==> src/rtl/com_sync_fifo_reg_if.sv <==
// Bundle of the FIFO's write, read and status signals between producer/consumer and the FIFO.
// No logic or latency; it only groups wires.
// Flow control is wr_full and rd_empty; the master side drives requests and the slave side answers.
interface com_sync_fifo_reg_if #(
    parameter int DW = 8,
    parameter int AW = 3
);
    logic          wr_en;
    logic [DW-1:0] wr_data;
    logic          wr_full;
    logic          wr_afull;
    logic          rd_en;
    logic [DW-1:0] rd_data;
    logic          rd_empty;
    logic          rd_aempty;
    logic [AW-1:0] water_level;
    logic          err_ovf;
    logic          err_udf;

    modport master (
        output wr_en, wr_data, rd_en,
        input  wr_full, wr_afull, rd_data, rd_empty, rd_aempty, water_level, err_ovf, err_udf
    );

    modport slave (
        input  wr_en, wr_data, rd_en,
        output wr_full, wr_afull, rd_data, rd_empty, rd_aempty, water_level, err_ovf, err_udf
    );
endinterface

==> src/rtl/com_sync_fifo_reg.sv <==
// Single-clock FIFO with a registered first-word-fall-through head; optional sticky error checker under COM_SYNC_FIFO_ERR_CHK_EN.
// Latency: a write into an empty FIFO is visible on rd_data two edges later; streaming runs at one word per cycle.
// Backpressure: writes are dropped while wr_full (memory full); reads on rd_empty are ignored.
module com_sync_fifo_reg #(
    parameter int DW        = 8,
    parameter int DEPTH     = 4,
    parameter int AW        = $clog2(DEPTH + 2),
    parameter int AFULL_TH  = DEPTH,
    parameter int AEMPTY_TH = 1
) (
    input  logic                clk,
    input  logic                rst,
    input  logic                clear,
    com_sync_fifo_reg_if.slave  bus
);
    localparam int PW = $clog2(DEPTH);
    localparam int CW = $clog2(DEPTH + 1);
    localparam logic [AW-1:0] AFULL_LVL  = AW'(AFULL_TH);
    localparam logic [AW-1:0] AEMPTY_LVL = AW'(AEMPTY_TH);

    logic [DW-1:0] mem [DEPTH];
    logic [PW-1:0] wr_ptr;
    logic [PW-1:0] rd_ptr;
    logic [CW-1:0] mem_cnt;
    logic          out_flag;
    logic [DW-1:0] out_data;

    logic          full;
    logic          accept;
    logic          pull;
    logic          pop;
    logic [AW-1:0] level;

    // Full is taken from registers only, so a pull in the same cycle never frees a slot for a write.
    assign full   = (mem_cnt == CW'(DEPTH));
    assign accept = bus.wr_en && !full;
    assign pull   = (mem_cnt != '0) && (!out_flag || bus.rd_en);
    assign pop    = bus.rd_en && out_flag && !pull;
    assign level  = AW'(mem_cnt) + AW'(out_flag);

    // Storage array, no reset; writes are suppressed while rst or clear is active.
    always_ff @(posedge clk) begin
        if (!rst && !clear && accept) begin
            mem[wr_ptr] <= bus.wr_data;
        end
    end

    // Pointers and occupancy of the memory part; both pointers wrap at DEPTH-1 for non-power-of-two depths.
    always_ff @(posedge clk) begin
        if (rst || clear) begin
            wr_ptr  <= '0;
            rd_ptr  <= '0;
            mem_cnt <= '0;
        end else begin
            if (accept) begin
                wr_ptr <= (wr_ptr == PW'(DEPTH - 1)) ? '0 : wr_ptr + PW'(1);
            end
            if (pull) begin
                rd_ptr <= (rd_ptr == PW'(DEPTH - 1)) ? '0 : rd_ptr + PW'(1);
            end
            if (accept && !pull) begin
                mem_cnt <= mem_cnt + CW'(1);
            end else if (pull && !accept) begin
                mem_cnt <= mem_cnt - CW'(1);
            end
        end
    end

    // Output register: refilled from memory whenever it is empty or being consumed; data holds across clear.
    always_ff @(posedge clk) begin
        if (rst) begin
            out_flag <= 1'b0;
            out_data <= '0;
        end else if (clear) begin
            out_flag <= 1'b0;
        end else if (pull) begin
            out_flag <= 1'b1;
            out_data <= mem[rd_ptr];
        end else if (pop) begin
            out_flag <= 1'b0;
        end
    end

`ifdef COM_SYNC_FIFO_ERR_CHK_EN
    logic ovf_q;
    logic udf_q;

    // Sticky protocol-error flags, cleared only by rst or clear.
    always_ff @(posedge clk) begin
        if (rst || clear) begin
            ovf_q <= 1'b0;
            udf_q <= 1'b0;
        end else begin
            if (bus.wr_en && full) begin
                ovf_q <= 1'b1;
            end
            if (bus.rd_en && !out_flag) begin
                udf_q <= 1'b1;
            end
        end
    end

    assign bus.err_ovf = ovf_q;
    assign bus.err_udf = udf_q;
`else
    assign bus.err_ovf = 1'b0;
    assign bus.err_udf = 1'b0;
`endif

    assign bus.wr_full     = full;
    assign bus.wr_afull    = (level >= AFULL_LVL);
    assign bus.rd_aempty   = (level <= AEMPTY_LVL);
    assign bus.rd_empty    = !out_flag;
    assign bus.rd_data     = out_data;
    assign bus.water_level = level;
endmodule

==> src/flat_wrapper.sv <==
// flat-port wrapper written by rule: the top's interface ports become plain ports
module com_sync_fifo_reg_flat 
#(
    parameter int DW        = 8,
    parameter int DEPTH     = 4,
    parameter int AW        = $clog2(DEPTH + 2),
    parameter int AFULL_TH  = DEPTH,
    parameter int AEMPTY_TH = 1
)
  (clk, rst, clear, bus_wr_en, bus_wr_data, bus_rd_en, bus_wr_full, bus_wr_afull, bus_rd_data, bus_rd_empty, bus_rd_aempty, bus_water_level, bus_err_ovf, bus_err_udf);
  com_sync_fifo_reg_if #(.DW(DW), .AW(AW)) bus_i ();
  input  logic clk;
  input  logic rst;
  input  logic clear;
  input wire logic [$bits(bus_i.wr_en)-1:0] bus_wr_en;
  input wire logic [$bits(bus_i.wr_data)-1:0] bus_wr_data;
  input wire logic [$bits(bus_i.rd_en)-1:0] bus_rd_en;
  output wire logic [$bits(bus_i.wr_full)-1:0] bus_wr_full;
  output wire logic [$bits(bus_i.wr_afull)-1:0] bus_wr_afull;
  output wire logic [$bits(bus_i.rd_data)-1:0] bus_rd_data;
  output wire logic [$bits(bus_i.rd_empty)-1:0] bus_rd_empty;
  output wire logic [$bits(bus_i.rd_aempty)-1:0] bus_rd_aempty;
  output wire logic [$bits(bus_i.water_level)-1:0] bus_water_level;
  output wire logic [$bits(bus_i.err_ovf)-1:0] bus_err_ovf;
  output wire logic [$bits(bus_i.err_udf)-1:0] bus_err_udf;
  assign bus_i.wr_en = bus_wr_en;
  assign bus_i.wr_data = bus_wr_data;
  assign bus_i.rd_en = bus_rd_en;
  assign bus_wr_full = bus_i.wr_full;
  assign bus_wr_afull = bus_i.wr_afull;
  assign bus_rd_data = bus_i.rd_data;
  assign bus_rd_empty = bus_i.rd_empty;
  assign bus_rd_aempty = bus_i.rd_aempty;
  assign bus_water_level = bus_i.water_level;
  assign bus_err_ovf = bus_i.err_ovf;
  assign bus_err_udf = bus_i.err_udf;
  com_sync_fifo_reg #(.DW(DW), .DEPTH(DEPTH), .AW(AW), .AFULL_TH(AFULL_TH), .AEMPTY_TH(AEMPTY_TH)) u_core (.clk(clk), .rst(rst), .clear(clear), .bus(bus_i));
endmodule
==> config.mk <==
export PLATFORM = sky130hd
export DESIGN_NAME = com_sync_fifo_reg_flat
export DESIGN_NICKNAME = d
export VERILOG_FILES = /design/src/rtl/com_sync_fifo_reg_if.sv /design/src/rtl/com_sync_fifo_reg.sv /design/src/flat_wrapper.sv
export SDC_FILE = /design/constraint.sdc
export NUM_CORES = 1
export LEC_CHECK = 0
export ABC_AREA = 1
export CORE_MARGIN = 2
export CORE_UTILIZATION = 58
export CTS_CLUSTER_SIZE = 20
export DETAILED_ROUTE_END_ITERATION = 16
export PLACE_DENSITY = 0.83
export SETUP_SLACK_MARGIN = 0.02
export SYNTH_ARGS = -nofsm -noshare
export SYNTH_HDL_FRONTEND = slang
export SYNTH_SLANG_ARGS = --single-unit
==> constraint.sdc <==
create_clock -name clk -period 5.1 [get_ports clk]
set_input_delay 0.51 -clock clk [delete_from_list [all_inputs] [get_ports clk]]
set_output_delay 0.51 -clock clk [all_outputs]
set_load 0.05 [all_outputs]
==> flow_summary.ini <==
[worst_setup_path]
worst_setup_path_start_kind = register
rr_endpoint = u_core.mem[3][7]$_DFFE_PP_
critPathBufInv = 1
critical_path.top_delay_family = buffers and inverters
r2r_cells = 6
crit_required_ns = 4.59
worstSetupEndpointType = output pin
cpMaxStageDelayCell = clkdlybuf4s50_1
critPathMaxStageDelay_ns = 0.84
rr_startpoint = u_core.mem_cnt[0]$_SDFFE_PP0P_
critPathMostFrequentCell = ha_1
arrival_ns = 2.13
critPathKind = register to output pin
cp_max_fo = 4
crit_chain = ha_1 > ha_1 > xor2_1 > clkdlybuf4s50_1
rrSetupSlack_ns = 3.21

[routing]
detail-route-antenna-nets = 0
drc_errors = 0
vias = 1506
post_drt_wl_per_cell_um = 10.29
drt_iter0_markers = 91
firstDrtPassIters = 6
wirelength_um = 3426
vias_per_cell = 4.523

[clock_tree]
insertion_delay_ns = 0.29
cts_resized = 0
clock_sinks = 48
clk_pin_slew_ns = 0.08
clockBufferDepth = 2
ctsHoldBuffers = 0
h-tree-depth = 2
cts-root-buf = clkbuf_8
cts_buffers = 5
post-cts-setup-buffers = 0
cts_tree = done

[run]
maxCapViolations = 0

[global_route]
antenna_found_initial = 0
grt_pass1_vias = 1325
grt-ovfl-total = 0
grt_max_degree = 21
grt_pass1_wl_um = 5754
use_met2_pct = 29.75
met1_usage_pct = 22.21
met3_usage_pct = 4.600
grt_usage_pct = 17.75
grt-busiest-layer = met2

[yosys]
synthDistinctLibCells = 21
synthAdderAreaFrac_pct = 5.313
synth_compound_area_share_pct = 1.107
synth-seq-cells = 48
synth_area_um2 = 2261
synth-simple-area-share_pct = 23.02
yosysSeqAreaShare_pct = 56.67
synth_top_family_by_area = simple AND/OR/NAND/NOR gates
synthXorXnorAreaFrac_pct = 0.7748
synth_mux_area_share_pct = 0
yosys_warnings = 0
syn_inst = 257
synth_area_per_cell_um2 = 8.797

[floorplanning]
start_util_pct = 60.84
std_cell_rows = 22
die_area_um2 = 4414
pin_count = 30
fp.dieW_um = 66.44
core_um2 = 3716
die_h_um = 66.44

[sta]
skew_ns = 0.005436
rsz0062_at_grt = no
hold_viol = 0
worstMarginPinSlew_ns = 0.7550
post-route-period-util_pct = 51.71
setup_tns_ns = 0
setup_viol = 0
timing.fmax_mhz = 379.2
relSlewSlack_pct = 49.48
final.min_clock_period_ns = 2.637
slew_viol_final = 0

[cells_and_area]
final_nets = 306
drive_gt1_share_pct = 5.263
antennaDiodeCount = 0
nFillCells = 294
final_cell_mix = 70 x nand2_1, 58 x inv_1, 32 x edfxtp_1
area_growth_pct = 15.66
final_common_cell = nand2_1

[power]
p_comb_share_pct = 49.3
p_seq_share_pct = 36.2
p_leak_nw = 1.224
p_sw_mw = 0.6468
finalPower_mw = 1.454
ir_drop_mv = 0.2787
clock_power_share_pct = 14.5
switching_share_pct = 44.49
power_density_nw_per_um2 = 555.9
p_int_mw = 0.8069

[placed_design]
place_congestion = 0.7472
io_buffers = 27
place_hpwl_um = 2433

[status]
status = complete, no violations

[min_path]
whs_path_depth = 4
worstHoldStart = u_core.bus.rd_data[0]$_SDFFE_PP0P_
hold_path_end = u_core.bus.rd_data[0]$_SDFFE_PP0P_
hp-class = register to register
==> final cells by class <==
class / count / area, µm² / area share, %
clock buffer: 6 / 72.57 / 2.775
clock inverter: 2 / 12.51 / 0.4785
inverter: 60 / 227.7 / 8.708
multi-input combinational: 142 / 690.7 / 26.41
sequential: 48 / 1281 / 49.00
tap: 48 / 60.06 / 2.297
timing repair buffer: 27 / 270.3 / 10.33
==> synth_stat cells, drive strengths merged <==
cell type	count	share of area, %
conb	1	0.17
ha	8	4.4
xor2	2	0.77
o21ai	1	0.22
fa	1	0.89
a21oi	4	0.89
buf	8	2.9
nand3	20	5.0
edfxtp	32	43
dfxtp	16	14
inv	60	10
nor2	30	5.1
nand2	74	13
==> sequential cells by signal, indices dropped and copies added (netlist names) <==
register / flops
u_core.wr_ptr: 2
u_core.rd_ptr: 2
u_core.mem: 32
u_core.bus.rd_data: 8
u_core.mem_cnt: 3
u_core.out_flag: 1
==> worst min-delay path, cell delays in order, from the launching register on <==
cell and delay, ns:
dfxtp_1 0.31, inv_1 0.04, nand2_1 0.04, nand2_1 0.05, nor2_1 0.03
==> routing by layer <==
metal	wire (µm)	share of wire, %
met1	1558	45
met2	1686	49
met3	128	3.7
met4	53	1.5
met5	0	0
==> logic make-up (layout without fill, tap and decap cells) <==
family	Yosys count	count (layout)
AND/OR/NAND/NOR	124	124
buffers and inverters	68	95
flip-flops	48	48
adder cells (fa/ha/maj)	9	9
AO/OA/AOI/OAI	5	5
XOR/XNOR	2	2
other	1	2
==> power by group through the flow <==
stage,logic [mW],registers (mW),clock network [mW]
global placement,0.705,0.533,0
CTS,0.722,0.527,0.219
global route,0.798,0.536,0.230
detailed placement,0.718,0.536,0
floorplan,0.468,0.624,0
finish,0.716,0.526,0.211
==> how the worst max path moves through the flow <==
| stage | cells after the start | slack [ns] | endpoint | from |
|---|---|---|---|---|
| 2_1_floorplan | 4 | 2.56 | bus_rd_aempty | u_core.mem_cnt[0]$_SDFFE_PP0P_ |
| 3_3_place_gp | 4 | 2.70 | u_core.mem[2][6]$_DFFE_PP_ | clear |
| 3_5_place_dp | 4 | 2.68 | u_core.mem[2][3]$_DFFE_PP_ | clear |
| 4_1_cts | 4 | 2.44 | bus_wr_afull | u_core.mem_cnt[0]$_SDFFE_PP0P_ |
| 5_1_grt | 4 | 2.34 | bus_wr_afull | u_core.mem_cnt[0]$_SDFFE_PP0P_ |
| 6_report | 4 | 2.46 | bus_wr_afull | u_core.mem_cnt[0]$_SDFFE_PP0P_ |
==> metrics by stage <==
stage	instances	worst slack [ns]	utilization (%)	hold slack (ns)	cell area, µm²
floorplan	258	2.564	-	0.4968	2265
global placement	325	2.700	68.08	0.4981	2530
detailed placement	325	2.681	68.08	0.5024	2530
CTS	333	2.436	70.37	0.5141	2615
global route	333	2.338	70.37	0.5448	2615
finish	333	2.463	70.37	0.5152	2615
(Power assumes the default switching activity.)
